## config.mk

```make
export PLATFORM = sky130hd
export DESIGN_NAME = vga_scanout
export DESIGN_NICKNAME = d
export VERILOG_FILES = /design/src/rtl/vga_pkg.sv /design/src/rtl/vga_timing.sv /design/src/rtl/vga_scanout.sv
export SDC_FILE = /design/constraint.sdc
export NUM_CORES = 1
export LEC_CHECK = 0
export BUFFER_PORTS_ARGS = -buffer_cell sky130_fd_sc_hd__buf_2
export CAP_MARGIN = 30
export CORE_UTILIZATION = 57
export DETAILED_ROUTE_END_ITERATION = 8
export PLACE_DENSITY = 0.87
export SLEW_MARGIN = 10
export SYNTH_ARGS = -nofsm -noshare
export SYNTH_HDL_FRONTEND = slang
export SYNTH_SLANG_ARGS = --single-unit
```

## constraint.sdc

```tcl
create_clock -name clock -period 2.35 [get_ports clock]
set_clock_uncertainty 0.15 [all_clocks]
set_input_delay 0.5875 -clock clock [delete_from_list [all_inputs] [get_ports clock]]
set_output_delay 0.5875 -clock clock [all_outputs]
set_load 0.02 [all_outputs]
```

## src/rtl/vga_pkg.sv

```systemverilog
// vga_pkg: 640x480@60 timing defaults, 12-bit colour type and the 16-entry palette
package vga_pkg;
   localparam int CLK_DIV = 4;
   localparam int FB_W = 320;
   localparam int FB_H = 240;
   localparam int H_VIS = 640;
   localparam int H_FP = 16;
   localparam int H_SYNC = 96;
   localparam int H_BP = 48;
   localparam int V_VIS = 480;
   localparam int V_FP = 10;
   localparam int V_SYNC = 2;
   localparam int V_BP = 33;
   localparam int H_TOTAL = H_VIS + H_FP + H_SYNC + H_BP;
   localparam int V_TOTAL = V_VIS + V_FP + V_SYNC + V_BP;
   typedef struct packed {
      logic [3:0] r;
      logic [3:0] g;
      logic [3:0] b;
   } rgb12_t;
   // 5 (sky) and B (ground) match the framebuffer clear pattern
   localparam rgb12_t PALETTE [16] = '{
      12'h000, 12'h00A, 12'h0A0, 12'h0AA, 12'hA00, 12'h5AF, 12'hA50, 12'hAAA,
      12'h555, 12'h55F, 12'h5F5, 12'h3A3, 12'hF55, 12'hF5F, 12'hFF5, 12'hFFF
   };
endpackage

```

## src/rtl/vga_timing.sv

```systemverilog
// vga_timing: pixel strobe divider, h/v raster counters and sync/visible decode
module vga_timing #(
   parameter int CLK_DIV = vga_pkg::CLK_DIV,
   parameter int H_VIS = vga_pkg::H_VIS,
   parameter int H_FP = vga_pkg::H_FP,
   parameter int H_SYNC = vga_pkg::H_SYNC,
   parameter int H_BP = vga_pkg::H_BP,
   parameter int V_VIS = vga_pkg::V_VIS,
   parameter int V_FP = vga_pkg::V_FP,
   parameter int V_SYNC = vga_pkg::V_SYNC,
   parameter int V_BP = vga_pkg::V_BP
) (
   input  logic       clock,
   input  logic       reset,
   output logic       pix_stb,
   output logic [9:0] h,
   output logic [9:0] v,
   output logic       vis,
   output logic       hs,
   output logic       vs
);
   localparam int H_TOT = H_VIS + H_FP + H_SYNC + H_BP;
   localparam int V_TOT = V_VIS + V_FP + V_SYNC + V_BP;
   localparam int DW = $clog2(CLK_DIV);
   logic [DW-1:0] div_cnt;
   assign pix_stb = div_cnt == DW'(CLK_DIV - 1);
   assign vis = h < 10'(H_VIS) && v < 10'(V_VIS);
   assign hs = !(h >= 10'(H_VIS + H_FP) && h < 10'(H_VIS + H_FP + H_SYNC));
   assign vs = !(v >= 10'(V_VIS + V_FP) && v < 10'(V_VIS + V_FP + V_SYNC));
   always_ff @(posedge clock)
      if (reset) begin
         div_cnt <= '0;
         h <= '0;
         v <= '0;
      end else begin
         div_cnt <= pix_stb ? '0 : div_cnt + 1'b1;
         if (pix_stb) begin
            h <= h == 10'(H_TOT - 1) ? '0 : h + 10'd1;
            if (h == 10'(H_TOT - 1))
               v <= v == 10'(V_TOT - 1) ? '0 : v + 10'd1;
         end
      end
endmodule

```

## src/rtl/vga_scanout.sv

```systemverilog
// vga_scanout: 2x-scaled framebuffer scanout with palette lookup and a 2-strobe pipeline to the pins
module vga_scanout #(
   parameter int CLK_DIV = vga_pkg::CLK_DIV,
   parameter int FB_W = vga_pkg::FB_W,
   parameter int FB_H = vga_pkg::FB_H,
   parameter int H_VIS = vga_pkg::H_VIS,
   parameter int H_FP = vga_pkg::H_FP,
   parameter int H_SYNC = vga_pkg::H_SYNC,
   parameter int H_BP = vga_pkg::H_BP,
   parameter int V_VIS = vga_pkg::V_VIS,
   parameter int V_FP = vga_pkg::V_FP,
   parameter int V_SYNC = vga_pkg::V_SYNC,
   parameter int V_BP = vga_pkg::V_BP
) (
   input  logic        clock,
   input  logic        reset,
   output logic [18:0] addr_vga,
   input  logic [3:0]  data_vga,
   output logic        vga_hsync,
   output logic        vga_vsync,
   output logic [3:0]  vga_r,
   output logic [3:0]  vga_g,
   output logic [3:0]  vga_b,
   output logic        frame_start
);
   import vga_pkg::*;
   localparam int H_TOT = H_VIS + H_FP + H_SYNC + H_BP;
   localparam int V_TOT = V_VIS + V_FP + V_SYNC + V_BP;
   logic        pix_stb, vis, hs, vs;
   logic        vis_d, hs_d, vs_d, fs_d;
   logic [9:0]  h, v;
   logic [18:0] line_base;
   vga_timing #(
      .CLK_DIV(CLK_DIV), .H_VIS(H_VIS), .H_FP(H_FP), .H_SYNC(H_SYNC), .H_BP(H_BP),
      .V_VIS(V_VIS), .V_FP(V_FP), .V_SYNC(V_SYNC), .V_BP(V_BP)
   ) timing (
      .clock(clock), .reset(reset), .pix_stb(pix_stb), .h(h), .v(v),
      .vis(vis), .hs(hs), .vs(vs)
   );
   // line_base steps by FB_W after every odd line, so each framebuffer row is shown twice
   always_ff @(posedge clock)
      if (reset) begin
         line_base <= '0;
         addr_vga <= '0;
         {vis_d, hs_d, vs_d, fs_d} <= 4'b0110;
         {vga_r, vga_g, vga_b} <= '0;
         vga_hsync <= 1'b1;
         vga_vsync <= 1'b1;
         frame_start <= 1'b0;
      end else begin
         frame_start <= pix_stb && fs_d;
         if (pix_stb) begin
            if (h == 10'(H_TOT - 1))
               line_base <= v == 10'(V_TOT - 1) ? '0 :
                            line_base + (v < 10'(2 * FB_H - 1) && v[0] ? 19'(FB_W) : 19'd0);
            addr_vga <= vis ? line_base + 19'(h[9:1]) : '0;
            vis_d <= vis;
            hs_d <= hs;
            vs_d <= vs;
            fs_d <= h == '0 && v == '0;
            {vga_r, vga_g, vga_b} <= vis_d ? PALETTE[data_vga] : '0;
            vga_hsync <= hs_d;
            vga_vsync <= vs_d;
         end
      end
endmodule
```

==> impl_results.md, run 1 <==
* Clk root buf: clkbuf_8
* Gate power share at 3.9%
* Wirelength, routed at between 6000 and 7000 µm
* CP Data Arrival Time at 2300 ps
* DIE WIDTH at roughly 77 µm
* Final setup viols at 0
* Sw Share at 21.4%
* Via-per-instance ratio at 5.62
* Core area at roughly 0.0053 mm²
* Diode count at 0
* IO Pins at 40
* # rows at 26
* Initial antenna violation count at 0
* XOR/XNOR share of the synthesized area at 12.0%
* Hold Crit Class: register to register
* Crit path launch type: register
* Status: complete, no violations
* Fin area at 0.00370 mm²
* GP Congestion at between 0.8 and 0.9
* Setup repair bufs after CTS at 0
* DIE AREA at a little under 0.006 mm²
* Synth Area in Simple Gates at 24.8%
* Critical path, cell by cell: ha_1 > a21oi_1 > nor2_1 > nor3_2 > ha_1 > ha_1 > a21o_1 > nand4_1 > xor2_1 > nor2_1
* Post-synthesis mux area share at less than 1%
* Clock power share at 47.3%
* CTS HTree Levels at 3
* Placed Instance Area at 0.00345 mm²
* Synth Area per Inst at 8.87 µm²
* Max Slew Vio Count at 0
* Gr usage total at 24.6%
* Reg area at roughly 0.0014 mm²
* Final Cycle Share at between 90 and 100%
* Share of layout cells above drive strength 1 at 19.2%
* Final nets at approximately 420
* Max capacitance violation total at 0
* Synth warn at 0
* CTS tree: built
* Clock tree buffer depth at 2
* Commonest non-fill, non-tap cell in the layout: dfxtp_1
* Adder-Cell Fraction of Synth Area at 4.68%
* Post-synth EDFFs at 0
* Residual DRC at 0
* Via count at around 2,700
* Kind of critical path: register to register
* Sequential power share at between 40% and 50%
* Synth top area cells: dfxtp_1, xor2_1, nor2_1, ha_1, xnor2_1
* Cts repair resizes at 0
* Req. time, crit path at 2440 ps
* Top FF cell, synth: dfxtp_1
* Power per cell area at 659 mW/mm²
* LEAKAGE at about 1.5 nW
* Multi-input gate area at between 0.0015 and 0.002 mm²
* Cts hold-fix bufs at 0
* # fillers at 371
* First-pass GRT wire length at 11,300 µm
* Crit. End Element: register
* Worst-Skew Late Latency at 350 ps
* Die Height at 77.1 µm
* CP Max Fanout at 6
* Tot Pwr at 0.00244 W
* Area grow syn2layout at 15.1%
* Switching power at 0.000522 W
* Syn Inst Count at 362
* Pre-antenna DRT Iters at 4
* Cell area after synthesis at 0.00321 mm²
* CTS Buf Count at 9
* Min Clock Period, post-route at 2210 ps
* Slowest stage delay, CP at 420 ps
* Routed WL per cell at 14.4 µm
* Starting DRT DRC Count at 237
* Post-synth top area share at approximately 43%
* CTS clk-pin slew, worst paths at 80 ps
* # port buffers at 39
* DPL Wire Length at around 4700 µm
* CP most frequent cell: ha_1
* Initial core utilization at 60.9%
* Total gr overflow at 0
* Internal at 0.00191 W
* Most frequent cells in the layout: dfxtp_1, nor2_1, buf_2, nand2_1, xor2_1
* Post-synthesis sequential area ratio at between 40% and 50%
* Worst vdd ir at 0.000442 V
* Largest family of logic cells by synthesized area: simple AND/OR/NAND/NOR gates
* Critical-path top delay cell: dfxtp_1
* Clock sink total at 69
* Ys async rst share at 0%
* Number of global-route vias before repair at 2,492
* Net Count, Synth at 380
* Routed Antenna Nets at 0
* Largest net degree at the start of global routing at 29
* Yosys reg bits at 69
* Synth area leader: dfxtp_1
* Post-synth cell types at 44
* Synth Area in Compound Gates at 10.1%
* Fmax at 0.452 GHz
* Final hold violations at 0
[synth_stat cells, drive strengths merged (2+ instances only)]
| library cell | number |
|---|---|
| nor2 | 44 |
| ha | 12 |
| buf | 13 |
| and3 | 5 |
| a22o | 8 |
| nor4 | 5 |
| dfxtp | 69 |
| nand3b | 5 |
| nand4 | 15 |
| and2 | 3 |
| o31ai | 2 |
| and4 | 2 |
| xor2 | 27 |
| mux2i | 2 |
| o21ai | 25 |
| nor2b | 3 |
| clkbuf | 7 |
| nand2 | 39 |
| inv | 6 |
| or2 | 3 |
| a211o | 2 |
| nand4b | 3 |
| a21o | 3 |
| or3 | 2 |
| nand2b | 2 |
| xnor2 | 17 |
| a21oi | 7 |
| nand3 | 11 |
| nor3 | 11 |
| nor3b | 2 |
[kinds of logic after synthesis]
family          Yosys count
compound gates           52
xor+xnor                 44
fa+ha+maj                12
buf+inv                  26
flops                    69
mux                       2
other cells               1
simple gates            156
[worst max-delay path: cells and delay by family (launching register included)]
family                     cells  cell delay (ps)
DFF                            1              420
adders and majority gates      3              680
and+or+nand+nor                4              380
AOI/OAI and AO/OA              2              320
xor gates and xnor gates       1              160
[metrics by stage]
stage                     worst slack (ps)  hold WS [ps]  TNS [ps]  utilization, %  instances
after floorplan                        303           248         0               -        362
after global placement                 186           264         0            65.5        462
after detailed placement              97.4           273         0            65.5        462
after CTS                             79.2           282         0            70.0        477
after global routing                 -25.4           302     -34.6            70.1        477
final                                  137           280         0            70.1        477
[flip-flops by register name, indices dropped and copies added (netlist names)]
| register | count |
|---|---|
| addr_vga | 19 |
| line_base | 13 |
| timing.h | 10 |
| timing.v | 10 |
| vga_r | 4 |
| timing.div_cnt | 2 |
| vga_b | 2 |
| vga_g | 2 |
| frame_start | 1 |
| fs_d | 1 |
| hs_d | 1 |
| vga_hsync | 1 |
| vga_vsync | 1 |
| vis_d | 1 |
| vs_d | 1 |
[layout make-up]
type | instances | share of cell area [%]
multi-input combinational | 267 | 45.7
sequential | 69 | 37.4
timing repair buffer | 50 | 7.52
clock buffer | 9 | 3.35
clock inverter | 6 | 3.05
tap | 70 | 2.37
inverter | 6 | 0.609
[power groups by stage]
stage | clock [W] | sequential [W] | combinational, W
6_report | 0.00115 | 0.00119 | 0.0000958
5_1_grt | 0.00121 | 0.00119 | 0.000105
4_1_cts | 0.00116 | 0.00119 | 0.0000948
3_5_place_dp | 0 | 0.00121 | 0.0000937
3_3_place_gp | 0 | 0.00121 | 0.0000899
2_1_floorplan | 0 | 0.00122 | 0.0000584
[worst paths after layout]
path | start | end | slack (ps) | depth (start not counted)
worst min register to register | timing.div_cnt[0] | timing.div_cnt[0] | 280 | 1
worst max-delay path | timing.v[1] | line_base[14] | 140 | 10
worst min-delay path | timing.div_cnt[0] | timing.div_cnt[0] | 280 | 1
worst max register to register | timing.v[1] | line_base[14] | 140 | 10
[metal layers]
metal | GRT usage, % | up-vias | share of wire (%)
met5 | 0 | - | 0
met4 | 12.3 | 0 | 2.8
met3 | 6.43 | 18 | 4.9
met2 | 40.7 | 96 | 47
met1 | 29.5 | 1243 | 45
li1 | - | 1325 | -
Note: power is estimated with default switching activity, not from simulation.
==> inputs of run 2 (changes only) <==
CELL_PAD_IN_SITES_DETAIL_PLACEMENT = 0   (was default)
CELL_PAD_IN_SITES_GLOBAL_PLACEMENT = 1   (was default)
CORE_UTILIZATION = 44   (was 57)
PLACE_DENSITY = 0.77   (was 0.87)
==> run 2 against run 1 <==
Combinational power fell by 4.3%. Global-route usage fell by 6.0 points. Die area rose by 29%. Non-clock buffer count rose by 1.
==> impl_results.md, run 2 (synthesis results as in run 1) <==
* Initial antenna violation count at 0
* Final setup viols at 0
* Min Clock Period, post-route at 2170 ps
* DIE AREA at 0.00764 mm²
* CP Depth at 10
* Clock sink total at 69
* CP bufs+invs at 0
* Commonest non-fill, non-tap cell in the layout: dfxtp_1
* Critical-path top delay cell: dfxtp_1
* Post-layout util at between 50% and 60%
* Hold Crit Class: register to register
* Largest Register: addr_vga
* Clock power share at 45.5%
* Slowest stage delay, CP at about 420 ps
* Most frequent cells in the layout: dfxtp_1, nor2_1, buf_2, nand2_1, xor2_1
* Largest net degree at the start of global routing at 30
* Clk root buf: clkbuf_8
* Worst vdd ir at 0.000338 V
* Worst Setup SP: timing.v[1]
* Biggest regs: addr_vga x19, line_base x13
* Routed WL per cell at 12.7 µm
* Die Height at 87.4 µm
* First-pass GRT wire length at 11,000 µm
* Fin area at 0.00373 mm²
* Worst r2r src: timing.v[1]
* Residual DRC at 0
* Hold Path Stages at 1
* Internal at 0.00184 W
* Total gr overflow at 0
* LEAKAGE at 1.50 nW
* Crit. End Element: register
* # rows at 30
* Cts repair resizes at 0
* Setup total negative slack at 0 ps
* # fillers at 681
* Reg area at 0.00138 mm²
* Initial core utilization at 46.5%
* Reg2reg end: line_base[12]
* Critical path, cell by cell: ha_2 > a21oi_1 > nor2_1 > nor3_2 > ha_1 > ha_1 > a21o_1 > nand4b_1 > xor2_1 > nor2_1
* Diode count at 0
* CTS clk-pin slew, worst paths at 70 ps
* Pre-antenna DRT Iters at 4
* Kind of critical path: register to register
* Power per cell area at between 600 and 700 mW/mm²
* RSZ-0062 raised after global routing: no
* Clock tree buffer depth at 2
* Final Cycle Share at just over 90%
* Core area at 0.00691 mm²
* Max capacitance violation total at 0
* Switching power at 0.000512 W
* DPL Wire Length at 4620 µm
* Worst-Skew Late Latency at 340 ps
* Sw Share at 21.8%
* Gate power share at 3.9%
* Max Slew Vio Count at 0
* IO Pins at 40
* Final nets at between 400 and 500
* CP Max Fanout at 6
* Worst path top cell family by delay: adder cells
* DIE WIDTH at roughly 87 µm
* Reg2reg path depth at 10
* Req. time, crit path at 2430 ps
* Status: complete, no violations
* Crit path launch type: register
* GP Congestion at 0.758
* Wirelength, routed at between 6000 and 7000 µm
* CTS HTree Levels at 3
* CTS Buf Count at 9
* Via count at 2,542
* Number of global-route vias before repair at 2,382
* CP Data Arrival Time at 2250 ps
* Placed Instance Area at 0.00349 mm²
* Number of flip-flops in the largest register at 19
* Fmax at 0.461 GHz
* Cts hold-fix bufs at 0
* Sequential power share at 50.6%
* Area grow syn2layout at 16.1%
* # port buffers at 39
* Share of layout cells above drive strength 1 at 20.0%
* Routed Antenna Nets at 0
* Starting DRT DRC Count at 113
* Setup repair bufs after CTS at 0
* Critical path destination: line_base[12]
* R2R Setup Slk at roughly 180 ps
* Min-delay src: timing.div_cnt[0]
* CTS tree: built
* Multi-input gate area at ~0.0017 mm²
* Via-per-instance ratio at 5.03
* Final hold violations at 0
* Gr usage total at 18.7%
==> run 2: worst min path at each step <==
stage | slack [ps] | to
finish | 280 | timing.div_cnt[0]
global route | 310 | timing.div_cnt[0]
CTS | 280 | timing.div_cnt[0]
detailed placement | 270 | timing.div_cnt[0]
global placement | 260 | timing.div_cnt[0]
floorplan | 250 | timing.div_cnt[0]
==> run 2: area by class of cell <==
| cell class | instances | share of cell area, % |
|---|---|---|
| Timing Repair Buffer | 51 | 7.65 |
| Clock inverter | 6 | 2.32 |
| Inverter | 6 | 0.604 |
| Sequential cell | 69 | 37.1 |
| Multi-Input combinational cell | 267 | 45.4 |
| Clock buffer | 10 | 3.69 |
| Tap cell | 96 | 3.22 |
==> run 2: per-layer routing <==
layer,share of wire [%],global-route usage [%],wire length [µm],vias to the layer above
met3,4.1,4.27,264,10
met1,50,24.1,3190,1149
met4,1.8,8.05,114,0
met5,0,0,0,-
met2,44,29.8,2850,49
li1,-,-,-,1334
==> run 2: stage by stage <==
step / hold WS [ps] / std cells / setup slack, ps / power (W)
6_report: 282 / 505 / 181 / 0.00235
3_5_place_dp: 270 / 489 / 117 / 0.00131
3_3_place_gp: 258 / 489 / 184 / 0.00131
5_1_grt: 315 / 505 / 7.36 / 0.00244
4_1_cts: 283 / 505 / 91.8 / 0.00238
2_1_floorplan: 248 / 362 / 303 / 0.00128
==> run 2: power by group through the flow <==
stage / registers [W] / logic [W] / clock network (W)
after CTS: 0.00119 / 0.0000940 / 0.00110
after detailed placement: 0.00121 / 0.0000938 / 0
after floorplan: 0.00122 / 0.0000584 / 0
final: 0.00119 / 0.0000917 / 0.00107
after global placement: 0.00121 / 0.0000929 / 0
after global routing: 0.00119 / 0.000104 / 0.00115
==> run 2: worst register-to-register path, cell delays in order, from the launching register on <==
cell and delay (ps):
dfxtp_1 420, ha_2 260, a21oi_1 70, nor2_1 140
nor3_2 60, ha_1 200, ha_1 200, a21o_1 240
nand4b_1 120, xor2_1 160, nor2_1 50
==> inputs of run 3 (changes only) <==
CORE_UTILIZATION = 47   (was 44)
PLACE_DENSITY = 0.82   (was 0.77)
clock period = 2.6 ns   (was 2.35 ns; I/O delays follow)
==> run 3 against run 2 <==
The run now ends with design-rule violations left. Power decreased by 14%. Global-route usage increased by 0.95 points. Wire length rose by 0.42%. Non-clock buffer count decreased by 6. Die area shrank 6.2%. Setup slack improved by 150 ps. Via count grew 0.43%. First-iteration DRC count increased by 23%. Flip-flop and latch count did not move. Utilization increased by 2.0 points.
==> impl_results.md, run 3 (synthesis results as in run 1) <==
* Area grow syn2layout at 12.7%
* Die Height at 84.7 µm
* Via-per-instance ratio at 5.32
* Worst path top cell family by delay: adder cells
* Post-layout util at a little under three fifths
* Routed WL per cell at around 13 µm
* Power per cell area at 561 mW/mm²
* Largest net degree at the start of global routing at 31
* Number of global-route vias before repair at 2,434
* DPL Wire Length at 4560 µm
* Routed Antenna Nets at 0
* Commonest non-fill, non-tap cell in the layout: dfxtp_1
* CTS Buf Count at 9
* CP Max Fanout at 5
* Starting DRT DRC Count at 139
* CP most frequent cell: ha_1
* Max Slew Vio Count at 0
* DIE AREA at slightly above 0.007 mm²
* CP Data Arrival Time at 2360 ps
* Via count at roughly 2,600
* RSZ-0062 raised after global routing: no
* Gr usage total at 19.6%
* GP Congestion at 0.795
* Final nets at about 420
* Clk root buf: clkbuf_8
* Diode count at 0
* Share of layout cells above drive strength 1 at between 10% and 20%
* CTS HTree Levels at 3
* Core area at 0.00646 mm²
* Cts repair resizes at 0
* Max capacitance violation total at 0
* Tot Pwr at 0.00203 W
* Total gr overflow at 0
* Final setup viols at 0
* Cts hold-fix bufs at 0
* Critical path, cell by cell: ha_1 > a21oi_1 > nor2_1 > nor3_1 > ha_1 > ha_1 > a21o_1 > nand4_1 > xor2_1 > nor2_1
* Worst slew pin tran at 521 ps
* Wirelength, routed at 6450 µm
* Final hold violations at 0
* Setup repair bufs after CTS at 0
* Failing checks: design-rule violations
* Final Cycle Share at 87.2%
* Clock sink total at 69
* CP bufs+invs at 0
* Biggest regs: addr_vga x19, line_base x13
* Worst-Skew Late Latency at 350 ps
* Crit path launch type: register
* Initial antenna violation count at 0
* Setup total negative slack at 0 ps
* DIE WIDTH at 84.7 µm
* # port buffers at 39
* Min Clock Period, post-route at around 2300 ps
* Most frequent cells in the layout: dfxtp_1, nor2_1, buf_2, nand2_1, xor2_1
* Kind of critical path: register to register
* CTS tree: built
* IO Pins at 40
* Slowest stage delay, CP at around 350 ps
* # rows at 29
* Req. time, crit path at between 2000 and 3000 ps
* Residual DRC at 7
* Critical-path top delay cell: dfxtp_1
* CTS clk-pin slew, worst paths at 80 ps
* First-pass GRT wire length at roughly 11,000 µm
* Number of flip-flops in the largest register at 19
* Largest Register: addr_vga
* Fmax at ~0.44 GHz
* Max-slew headroom at roughly two thirds
* Hold Crit Class: register to register
* LEAKAGE at 1.46 nW
* Status: finished, violations left
* Clock tree buffer depth at 2
* Initial core utilization at about 50%
* Worst vdd ir at between 0.0003 and 0.0004 V
* Layout Cells excl Fill at 480
* Placed Cells at 464
* Pre-antenna DRT Iters at 9
* Crit. End Element: register
-- run 3: cell count changes in the layout (fill, tap and decap cells not counted) --
cell       previous run  this run
dfxtp_1              68        69
clkinv_4              1         0
nor3_2                1         0
dfxtp_2               1         0
buf_4                12         6
clkbuf_1              0         2
and3_1                4         5
ha_1                 11        12
nor3_1               10        11
and3_2                1         0
ha_2                  1         0
bufinv_16             2         1
-- run 3: per-stage QoR --
step           cell area [µm²]  setup WS, ps  hold slack [ps]
2_1_floorplan             3210           553              248
3_3_place_gp              3420           433              262
3_5_place_dp              3420           352              271
4_1_cts                   3620           339              282
5_1_grt                   3620           164              323
6_report                  3620           333              280
-- run 3: layer usage --
| layer | vias to the layer above | global-route usage (%) | part of all wire, % | wire, µm |
|---|---|---|---|---|
| li1 | 1313 | - | - | - |
| met1 | 1177 | 24.3 | 48 | 3090 |
| met2 | 51 | 32.2 | 46 | 2970 |
| met3 | 12 | 3.54 | 3.8 | 243 |
| met4 | 0 | 11.1 | 2.3 | 148 |
| met5 | - | 0 | 0 | 0 |
-- run 3: worst paths after layout --
kind         slack [ps]              start  depth (start not counted)           endpoint
max                 330        timing.v[0]                         10      line_base[14]
min reg2reg         280  timing.div_cnt[0]                          1  timing.div_cnt[0]
min                 280  timing.div_cnt[0]                          1  timing.div_cnt[0]
max reg2reg         330        timing.v[0]                         10      line_base[14]
-- run 3: layout make-up --
cell class / instances / area (µm²)
Multi-Input combinational cell: 267 / 1680
Clock inverter: 4 / 47.5
Timing Repair Buffer: 45 / 240
Inverter: 6 / 22.5
Tap cell: 77 / 96.3
Clock buffer: 12 / 145
Fill cell: 638 / 2840
Sequential cell: 69 / 1380
-- run 3: where the power goes --
group / total [W] / internal [W] / leakage (nW) / switching [W]
Combinational: 0.0000832 / 0.0000288 / 0.806 / 0.0000544
Clock: 0.000872 / 0.000467 / 0.0964 / 0.000405
Sequential: 0.00107 / 0.00107 / 0.557 / 0.00000583
Total: 0.00203 / 0.00156 / 1.46 / 0.000465
